===== src/rtl/bcd_rtc_pkg.sv =====
`default_nettype none
// ============================================================================
// Package : rtc_pkg
// Shared digit limits, reset time, handshake state type and the BCD
// time-of-day validity check used by the bcd_rtc block.
// Revision: 1.0  initial release
// ============================================================================
package rtc_pkg;

  localparam int BCD_W = 4;

  localparam logic [BCD_W-1:0] SEC_T_MAX       = 4'd5;
  localparam logic [BCD_W-1:0] UNIT_MAX        = 4'd9;
  localparam logic [BCD_W-1:0] HOUR_MAX_T      = 4'd2;
  localparam logic [BCD_W-1:0] HOUR_MAX_U_AT_2 = 4'd3;

  localparam logic [23:0] RESET_TIME = 24'h000000;

  // Load handshake state; the encoding doubles as the set_ready value.
  typedef enum logic [0:0] {
    LOAD_BUSY  = 1'b0,
    LOAD_READY = 1'b1
  } load_state_t;

  // True when {hh_t,hh_u,mm_t,mm_u,ss_t,ss_u} is a legal 24-hour time.
  function automatic bit bcd_time_valid(input logic [23:0] t);
    bit ok;
    ok = 1'b1;
    for (int i = 0; i < 6; i++) begin
      if (t[i*BCD_W +: BCD_W] > UNIT_MAX) ok = 1'b0;
    end
    if (t[7:4]   > SEC_T_MAX)  ok = 1'b0;
    if (t[15:12] > SEC_T_MAX)  ok = 1'b0;
    if (t[23:20] > HOUR_MAX_T) ok = 1'b0;
    if ((t[23:20] == HOUR_MAX_T) && (t[19:16] > HOUR_MAX_U_AT_2)) ok = 1'b0;
    return ok;
  endfunction

endpackage
`default_nettype wire


===== src/rtl/bcd_rtc_if.sv =====
`default_nettype none
// ============================================================================
// Interface : bcd_rtc_if
// Control, load handshake, alarm and display signals of the BCD clock.
// The clock block is the slave; whoever drives loads and reads the display
// is the master.
// Revision: 1.0  initial release
// ============================================================================
interface bcd_rtc_if;

  logic        run;
  logic        mode_12h;
  logic        set_valid;
  logic        set_ready;
  logic [23:0] set_time;
  logic        set_err;
  logic        alarm_en;
  logic [15:0] alarm_time;
  logic        alarm_hit;
  logic        sec_tick;
  logic [23:0] time_bcd;
  logic        pm;

  modport slave (
    input  run, mode_12h, set_valid, set_time, alarm_en, alarm_time,
    output set_ready, set_err, alarm_hit, sec_tick, time_bcd, pm
  );

  modport master (
    output run, mode_12h, set_valid, set_time, alarm_en, alarm_time,
    input  set_ready, set_err, alarm_hit, sec_tick, time_bcd, pm
  );

endinterface
`default_nettype wire


===== src/rtl/bcd_digit_ctr.sv =====
`default_nettype none
// ============================================================================
// Module  : bcd_digit_ctr
// One BCD digit of the time cascade. Wraps to 0 after its limit and emits a
// combinational carry while incrementing at the limit. The limit is either
// the MAX parameter or, with DYN_MAX set, the max_dyn input.
// Revision: 1.0  initial release
// ============================================================================
module bcd_digit_ctr
  import rtc_pkg::*;
#(
  parameter logic [BCD_W-1:0] MAX     = UNIT_MAX,
  parameter bit               DYN_MAX = 1'b0
) (
  input  wire logic             clock,
  input  wire logic             reset,
  input  wire logic             inc,
  input  wire logic             load,
  input  wire logic [BCD_W-1:0] load_val,
  input  wire logic [BCD_W-1:0] max_dyn,
  output logic      [BCD_W-1:0] digit,
  output logic                  carry
);

  logic [BCD_W-1:0] limit;

  assign limit = DYN_MAX ? max_dyn : MAX;
  assign carry = inc & (digit == limit);

  // Load has priority over increment; increment wraps at the limit.
  always_ff @(posedge clock or posedge reset) begin
    if (reset) begin
      digit <= '0;
    end else if (load) begin
      digit <= load_val;
    end else if (inc) begin
      digit <= (digit == limit) ? '0 : digit + BCD_W'(1);
    end
  end

endmodule
`default_nettype wire


===== src/rtl/bcd_rtc.sv =====
`default_nettype none
// ============================================================================
// Module  : bcd_rtc
// BCD time-of-day counter: prescaler, hh:mm:ss digit cascade, validated
// time-load handshake, 12/24-hour display conversion and alarm compare.
// Revision: 1.0  initial release
// ============================================================================
module bcd_rtc
  import rtc_pkg::*;
#(
  parameter int CLK_DIV = 100000000,
  parameter int DIV_W   = $clog2(CLK_DIV)
) (
  input  wire logic clock,
  input  wire logic reset,
  bcd_rtc_if.slave  bus
);

  load_state_t state, state_nxt;

  logic [DIV_W-1:0] presc;
  logic             ready;
  logic             xfer;
  logic             load_ok;
  logic             wrap;
  logic             inc;

  logic [BCD_W-1:0] ss_u, ss_t, mm_u, mm_t, hh_u, hh_t;
  logic             cy_ss_u, cy_ss_t, cy_mm_u, cy_mm_t, cy_hh_u;
  logic             day_wrap_unused;
  logic [BCD_W-1:0] hh_u_max;
  logic [23:0]      cur_time;

  logic [7:0]       disp_hh;
  logic             disp_pm;
  logic             alarm_ok;

  logic [23:0]      time_bcd_r;
  logic             pm_r, set_err_r, sec_tick_r, alarm_hit_r;

  assign ready    = (state == LOAD_READY);
  assign xfer     = bus.set_valid & ready;
  assign load_ok  = xfer & bcd_time_valid(bus.set_time);
  assign wrap     = bus.run & (presc == DIV_W'(CLK_DIV - 1));
  // A valid load on the wrap cycle swallows that second's increment.
  // An invalid load leaves counting exactly as if nothing had arrived.
  assign inc      = wrap & ~load_ok;
  assign cur_time = {hh_t, hh_u, mm_t, mm_u, ss_t, ss_u};
  assign hh_u_max = (hh_t == HOUR_MAX_T) ? HOUR_MAX_U_AT_2 : UNIT_MAX;
  assign alarm_ok = bcd_time_valid({bus.alarm_time, 8'h00});

  // Prescaler: cleared by a valid load, otherwise counts 0..CLK_DIV-1 while running.
  always_ff @(posedge clock or posedge reset) begin
    if (reset) begin
      presc <= '0;
    end else if (load_ok) begin
      presc <= '0;
    end else if (bus.run) begin
      presc <= wrap ? '0 : presc + DIV_W'(1);
    end
  end

  bcd_digit_ctr #(.MAX(UNIT_MAX)) u_ss_u (
    .clock(clock), .reset(reset), .inc(inc), .load(load_ok),
    .load_val(bus.set_time[3:0]), .max_dyn(UNIT_MAX),
    .digit(ss_u), .carry(cy_ss_u));

  bcd_digit_ctr #(.MAX(SEC_T_MAX)) u_ss_t (
    .clock(clock), .reset(reset), .inc(cy_ss_u), .load(load_ok),
    .load_val(bus.set_time[7:4]), .max_dyn(SEC_T_MAX),
    .digit(ss_t), .carry(cy_ss_t));

  bcd_digit_ctr #(.MAX(UNIT_MAX)) u_mm_u (
    .clock(clock), .reset(reset), .inc(cy_ss_t), .load(load_ok),
    .load_val(bus.set_time[11:8]), .max_dyn(UNIT_MAX),
    .digit(mm_u), .carry(cy_mm_u));

  bcd_digit_ctr #(.MAX(SEC_T_MAX)) u_mm_t (
    .clock(clock), .reset(reset), .inc(cy_mm_u), .load(load_ok),
    .load_val(bus.set_time[15:12]), .max_dyn(SEC_T_MAX),
    .digit(mm_t), .carry(cy_mm_t));

  // Hour units wrap at 3 in the twenties, at 9 otherwise.
  bcd_digit_ctr #(.MAX(UNIT_MAX), .DYN_MAX(1'b1)) u_hh_u (
    .clock(clock), .reset(reset), .inc(cy_mm_t), .load(load_ok),
    .load_val(bus.set_time[19:16]), .max_dyn(hh_u_max),
    .digit(hh_u), .carry(cy_hh_u));

  bcd_digit_ctr #(.MAX(HOUR_MAX_T)) u_hh_t (
    .clock(clock), .reset(reset), .inc(cy_hh_u), .load(load_ok),
    .load_val(bus.set_time[23:20]), .max_dyn(HOUR_MAX_T),
    .digit(hh_t), .carry(day_wrap_unused));

  // Handshake state register.
  always_ff @(posedge clock or posedge reset) begin
    if (reset) state <= LOAD_READY;
    else       state <= state_nxt;
  end

  // Handshake next state: a transfer makes the block busy for one cycle.
  always_comb begin
    state_nxt = state;
    case (state)
      LOAD_READY: if (bus.set_valid) state_nxt = LOAD_BUSY;
      LOAD_BUSY:  state_nxt = LOAD_READY;
      default:    state_nxt = LOAD_READY;
    endcase
  end

  // 12-hour conversion of the hour pair, done in BCD without a binary detour.
  always_comb begin
    disp_hh = {hh_t, hh_u};
    disp_pm = 1'b0;
    if (bus.mode_12h) begin
      if (hh_t == 4'd0 && hh_u == 4'd0) begin
        disp_hh = 8'h12;
      end else if (hh_t == 4'd1 && hh_u == 4'd2) begin
        disp_pm = 1'b1;
      end else if (hh_t == 4'd1 && hh_u > 4'd2) begin
        disp_hh = {4'd0, hh_u - 4'd2};
        disp_pm = 1'b1;
      end else if (hh_t == 4'd2) begin
        disp_hh = (hh_u < 4'd2) ? {4'd0, hh_u + 4'd8} : {4'd1, hh_u - 4'd2};
        disp_pm = 1'b1;
      end
    end
  end

  // Output registers: display, status pulses and alarm match.
  always_ff @(posedge clock or posedge reset) begin
    if (reset) begin
      time_bcd_r  <= RESET_TIME;
      pm_r        <= 1'b0;
      set_err_r   <= 1'b0;
      sec_tick_r  <= 1'b0;
      alarm_hit_r <= 1'b0;
    end else begin
      time_bcd_r  <= {disp_hh, mm_t, mm_u, ss_t, ss_u};
      pm_r        <= disp_pm;
      set_err_r   <= xfer & ~load_ok;
      sec_tick_r  <= inc;
      // sec_tick_r marks that the time now held came from an increment, not a load.
      alarm_hit_r <= bus.alarm_en & sec_tick_r & alarm_ok &
                     (cur_time == {bus.alarm_time, 8'h00});
    end
  end

  assign bus.set_ready = ready;
  assign bus.set_err   = set_err_r;
  assign bus.sec_tick  = sec_tick_r;
  assign bus.alarm_hit = alarm_hit_r;
  assign bus.time_bcd  = time_bcd_r;
  assign bus.pm        = pm_r;

endmodule
`default_nettype wire


===== src/flat_wrapper.sv =====
// flat-port wrapper written by rule: the top's interface ports become plain ports
module bcd_rtc_flat import rtc_pkg::*;
#(
  parameter int CLK_DIV = 100000000,
  parameter int DIV_W   = $clog2(CLK_DIV)
)
  (clock, reset, bus_run, bus_mode_12h, bus_set_valid, bus_set_time, bus_alarm_en, bus_alarm_time, bus_set_ready, bus_set_err, bus_alarm_hit, bus_sec_tick, bus_time_bcd, bus_pm);
  bcd_rtc_if bus_i ();
  input  wire logic clock;
  input  wire logic reset;
  input wire logic [$bits(bus_i.run)-1:0] bus_run;
  input wire logic [$bits(bus_i.mode_12h)-1:0] bus_mode_12h;
  input wire logic [$bits(bus_i.set_valid)-1:0] bus_set_valid;
  input wire logic [$bits(bus_i.set_time)-1:0] bus_set_time;
  input wire logic [$bits(bus_i.alarm_en)-1:0] bus_alarm_en;
  input wire logic [$bits(bus_i.alarm_time)-1:0] bus_alarm_time;
  output wire logic [$bits(bus_i.set_ready)-1:0] bus_set_ready;
  output wire logic [$bits(bus_i.set_err)-1:0] bus_set_err;
  output wire logic [$bits(bus_i.alarm_hit)-1:0] bus_alarm_hit;
  output wire logic [$bits(bus_i.sec_tick)-1:0] bus_sec_tick;
  output wire logic [$bits(bus_i.time_bcd)-1:0] bus_time_bcd;
  output wire logic [$bits(bus_i.pm)-1:0] bus_pm;
  assign bus_i.run = bus_run;
  assign bus_i.mode_12h = bus_mode_12h;
  assign bus_i.set_valid = bus_set_valid;
  assign bus_i.set_time = bus_set_time;
  assign bus_i.alarm_en = bus_alarm_en;
  assign bus_i.alarm_time = bus_alarm_time;
  assign bus_set_ready = bus_i.set_ready;
  assign bus_set_err = bus_i.set_err;
  assign bus_alarm_hit = bus_i.alarm_hit;
  assign bus_sec_tick = bus_i.sec_tick;
  assign bus_time_bcd = bus_i.time_bcd;
  assign bus_pm = bus_i.pm;
  bcd_rtc #(.CLK_DIV(CLK_DIV), .DIV_W(DIV_W)) u_core (.clock(clock), .reset(reset), .bus(bus_i));
endmodule

===== config.mk =====
export PLATFORM = sky130hd
export DESIGN_NAME = bcd_rtc_flat
export DESIGN_NICKNAME = d
export VERILOG_FILES = /design/src/rtl/bcd_rtc_pkg.sv /design/src/rtl/bcd_rtc_if.sv /design/src/rtl/bcd_digit_ctr.sv /design/src/rtl/bcd_rtc.sv /design/src/flat_wrapper.sv
export SDC_FILE = /design/constraint.sdc
export NUM_CORES = 1
export LEC_CHECK = 0
export ABC_AREA = 1
export CELL_PAD_IN_SITES_DETAIL_PLACEMENT = 0
export CELL_PAD_IN_SITES_GLOBAL_PLACEMENT = 1
export CORE_AREA = 2 2 117 119
export DETAILED_ROUTE_END_ITERATION = 16
export DIE_AREA = 0 0 119 121
export PLACE_DENSITY = 0.81
export SLEW_MARGIN = 10
export SYNTH_ARGS = -nofsm -noshare
export SYNTH_HDL_FRONTEND = slang
export SYNTH_SLANG_ARGS = --single-unit

===== constraint.sdc =====
create_clock -name clock -period 2.75 [get_ports clock]
set_clock_uncertainty 0.15 [all_clocks]
set_input_delay 0.55 -clock clock [delete_from_list [all_inputs] [get_ports clock]]
set_output_delay 0.55 -clock clock [all_outputs]
set_load 0.005 [all_outputs]

==> qor.yml <==
cells_and_area:
  area_delta_synth_final_pct: 28.6
  final_cells: 873
  final_common_cell: "nand2_1"
  fillers: 1278
  final-seq-area_mm2: 0.00200
  fin_nets: 744
  antenna_cells: 0
  multi_input_area_mm2: 0.00223
  final_cell_mix: "nand2_1, inv_1, dfrtp_1"
  drive_gt1_frac: 0.0846
logic_synthesis:
  syn_nets: 655
  ys.flop_type: "dfrtp_1"
  synth_edf_count: 0
  ys_seq_elements: 80
  ys_seq_area_frac: 0.429
  syn_inst: 603
  syn_avg_cell_area_um2: 7.74
  syn_area_mm2: 0.00467
  ys_types: 44
  synthArstFlopShare: 1.00
  ys_warn_count: 0
clocking:
  ctsHoldBuffers: 0
  root_buffer: "clkbuf_16"
  postCtsSetupBuffers: 0
  cts.sinks: 80
  cts_buffer_depth: 2
  numCtsBuffers: 9
  cts_max_level: 3
  clk_pin_slew_ns: 0.07
  clk-insertion-delay-late_ns: 0.34
  cts_tree: "done"
  cts_resized: 0
timing:
  whs_ns: 0.240
  period_needed_ns: 2.42
  rsz0062_at_grt: "no"
  worst_slew_pin_slew_ns: 0.929
  setup_viol: 0
  max_freq_ghz: 0.413
  relSlewSlack: 0.375
  fin_crit_sh: 0.881
  setup_tns_ns: 0
  drv_slew: 0
  hold_viol: 0
hold_path:
  hold_class: "flip-flop to flip-flop"
worst_setup_path:
  start_kind: "primary input"
  cp.required_ns: 2.86
  end_kind: "flip-flop"
  arrival_ns: 2.53
  critPathSlowestCell: "clkdlybuf4s50_1"
  crit_fanout: 6
  cpPeakStageDelay_ns: 0.41
  path_common_cell: "nand2_1"
  critPathKind: "primary input to flip-flop"
  crit_chain: "clkdlybuf4s50_1 -> o21ai_0 -> nand2_1 -> nor2_1 -> nand3_1 -> nand2_1 -> nand2_1 -> nor2_1 -> nand2_1 -> nand2_1 -> inv_1 -> nor3_1"
placed_design:
  dp_hpwl_um: 9810
  dpl.cell_count: 857
  gp_congestion: 0.910
  io_buffers: 74
run:
  maxCapViolCount: 0
die:
  rows: 42
  die_h_um: 121
  core_mm2: 0.0131
  die_area_mm2: 0.0144
  start_util: 0.357
  die_w_um: 119
  boundaryPins: 75
global_routing:
  use_met3: 0.0381
  grt_start_max_net_pins: 56
  gr-usage-all-layers: 0.186
  grt_remaining_overflow: 0
  use_met2: 0.309
  top_usage_layer: "met2"
  grt_antenna_before_repair: 0
  grt_pass1_vias: 4286
  grtUsageMet1: 0.239
  grt_first_pass_wirelength_um: 21100
power_and_ir_drop:
  p_per_area_mw_per_mm2: 509
  p_leak_uw: 0.00272
  power_uw: 3050
  ir_drop_mv: 0.282
drt:
  dr.pass1.iters: 5
  drt-vias-per-instance: 4.96
  ant_nets: 0
  finalWirelength_um: 12800
  drcViolationCount: 0
  wl_per_cell_um: 14.7
  drtIter0Drc: 232
  vias: 4331
outcome:
  status: "complete, no violations"
metal layers:
layer	vias to the layer above	wire length (um)	share of wire
met3	16	516	0.040
met5	-	0	0
met4	0	240	0.019
li1	2163	-	-
met2	105	6180	0.48
met1	2047	5860	0.46
worst max-delay path: cells and delay by family:
kind	cells	cell delay, ns
compound gates	1	0.27
simple gates	9	1.27
buf+inv	2	0.44
stage by stage:
step | cell area [um^2] | setup slack [ns] | util
after global routing | 6000 | 0.0209 | 0.459
after global placement | 5690 | -0.0340 | 0.435
final | 6000 | 0.327 | 0.459
after floorplan | 4670 | 0.825 | -
after detailed placement | 5690 | -0.0531 | 0.435
after CTS | 6000 | 0.305 | 0.459
cell families (layout without fill, tap and decap cells):
logic type	Yosys count	in the layout	share of synthesized area
buffers and inverters	102	196	0.0930
AND/OR/NAND/NOR	296	296	0.294
AO/OA/AOI/OAI	93	93	0.119
XOR/XNOR	26	26	0.0488
adder cells (fa/ha/maj)	6	6	0.0161
flip-flops	80	80	0.429
worst paths after layout:
path	depth (start not counted)	slack (ns)	startpoint	end
min reg2reg	0	0.24	u_core.u_ss_u.digit[3]	u_core.bus.time_bcd[3]
max	12	0.33	bus_set_time[2]	u_core.presc[16]
max in group asynchronous	3	1.63	reset	u_core.bus.set_ready
min	0	0.24	u_core.u_ss_u.digit[3]	u_core.bus.time_bcd[3]
max reg2reg	12	0.50	u_core.presc[1]	u_core.u_hh_t.digit[3]
min in group asynchronous	3	0.51	reset	u_core.presc[21]
cell type report:
| type | instances | share of cell area |
|---|---|---|
| multi-input combinational | 421 | 0.372 |
| sequential | 80 | 0.334 |
| timing repair buffer | 92 | 0.150 |
| inverter | 88 | 0.0559 |
| clock buffer | 9 | 0.0375 |
| tap | 176 | 0.0367 |
| clock inverter | 7 | 0.0144 |
power by group:
| group | switching (uW) | leakage [uW] | internal (uW) |
|---|---|---|---|
| clock network | 530 | 0.000154 | 721 |
| registers | 96.9 | 0.000961 | 1270 |
| logic | 224 | 0.00160 | 207 |
| total | 851 | 0.00272 | 2200 |
synthesized netlist by cell type, drive strengths merged, types with 2 or more instances:
| master | number | share of area |
|---|---|---|
| a21oi | 13 | 0.014 |
| a22o | 2 | 0.0038 |
| a22oi | 2 | 0.0032 |
| a31oi | 3 | 0.0040 |
| buf | 12 | 0.020 |
| clkbuf | 2 | 0.0016 |
| dfrtp | 79 | 0.42 |
| ha | 6 | 0.016 |
| inv | 87 | 0.070 |
| nand2 | 130 | 0.11 |
| nand3 | 47 | 0.053 |
| nand3b | 2 | 0.0032 |
| nand4 | 15 | 0.021 |
| nor2 | 66 | 0.061 |
| nor3 | 29 | 0.034 |
| nor4 | 5 | 0.0099 |
| o211ai | 10 | 0.016 |
| o21ai | 44 | 0.049 |
| o21bai | 2 | 0.0032 |
| o221ai | 2 | 0.0038 |
| o22ai | 8 | 0.011 |
| o31ai | 4 | 0.0064 |
| xnor2 | 10 | 0.019 |
| xor2 | 16 | 0.030 |
flip-flops by register name (all words and copies together), names as in the netlist:
register              cells
u_core.bus.alarm_hit      1
u_core.bus.pm             1
u_core.bus.sec_tick       1
u_core.bus.set_err        1
u_core.bus.set_ready      1
u_core.bus.time_bcd      24
u_core.presc             27
u_core.u_hh_t.digit       4
u_core.u_hh_u.digit       4
u_core.u_mm_t.digit       4
u_core.u_mm_u.digit       4
u_core.u_ss_t.digit       4
u_core.u_ss_u.digit       4
(Power assumes the default switching activity.)
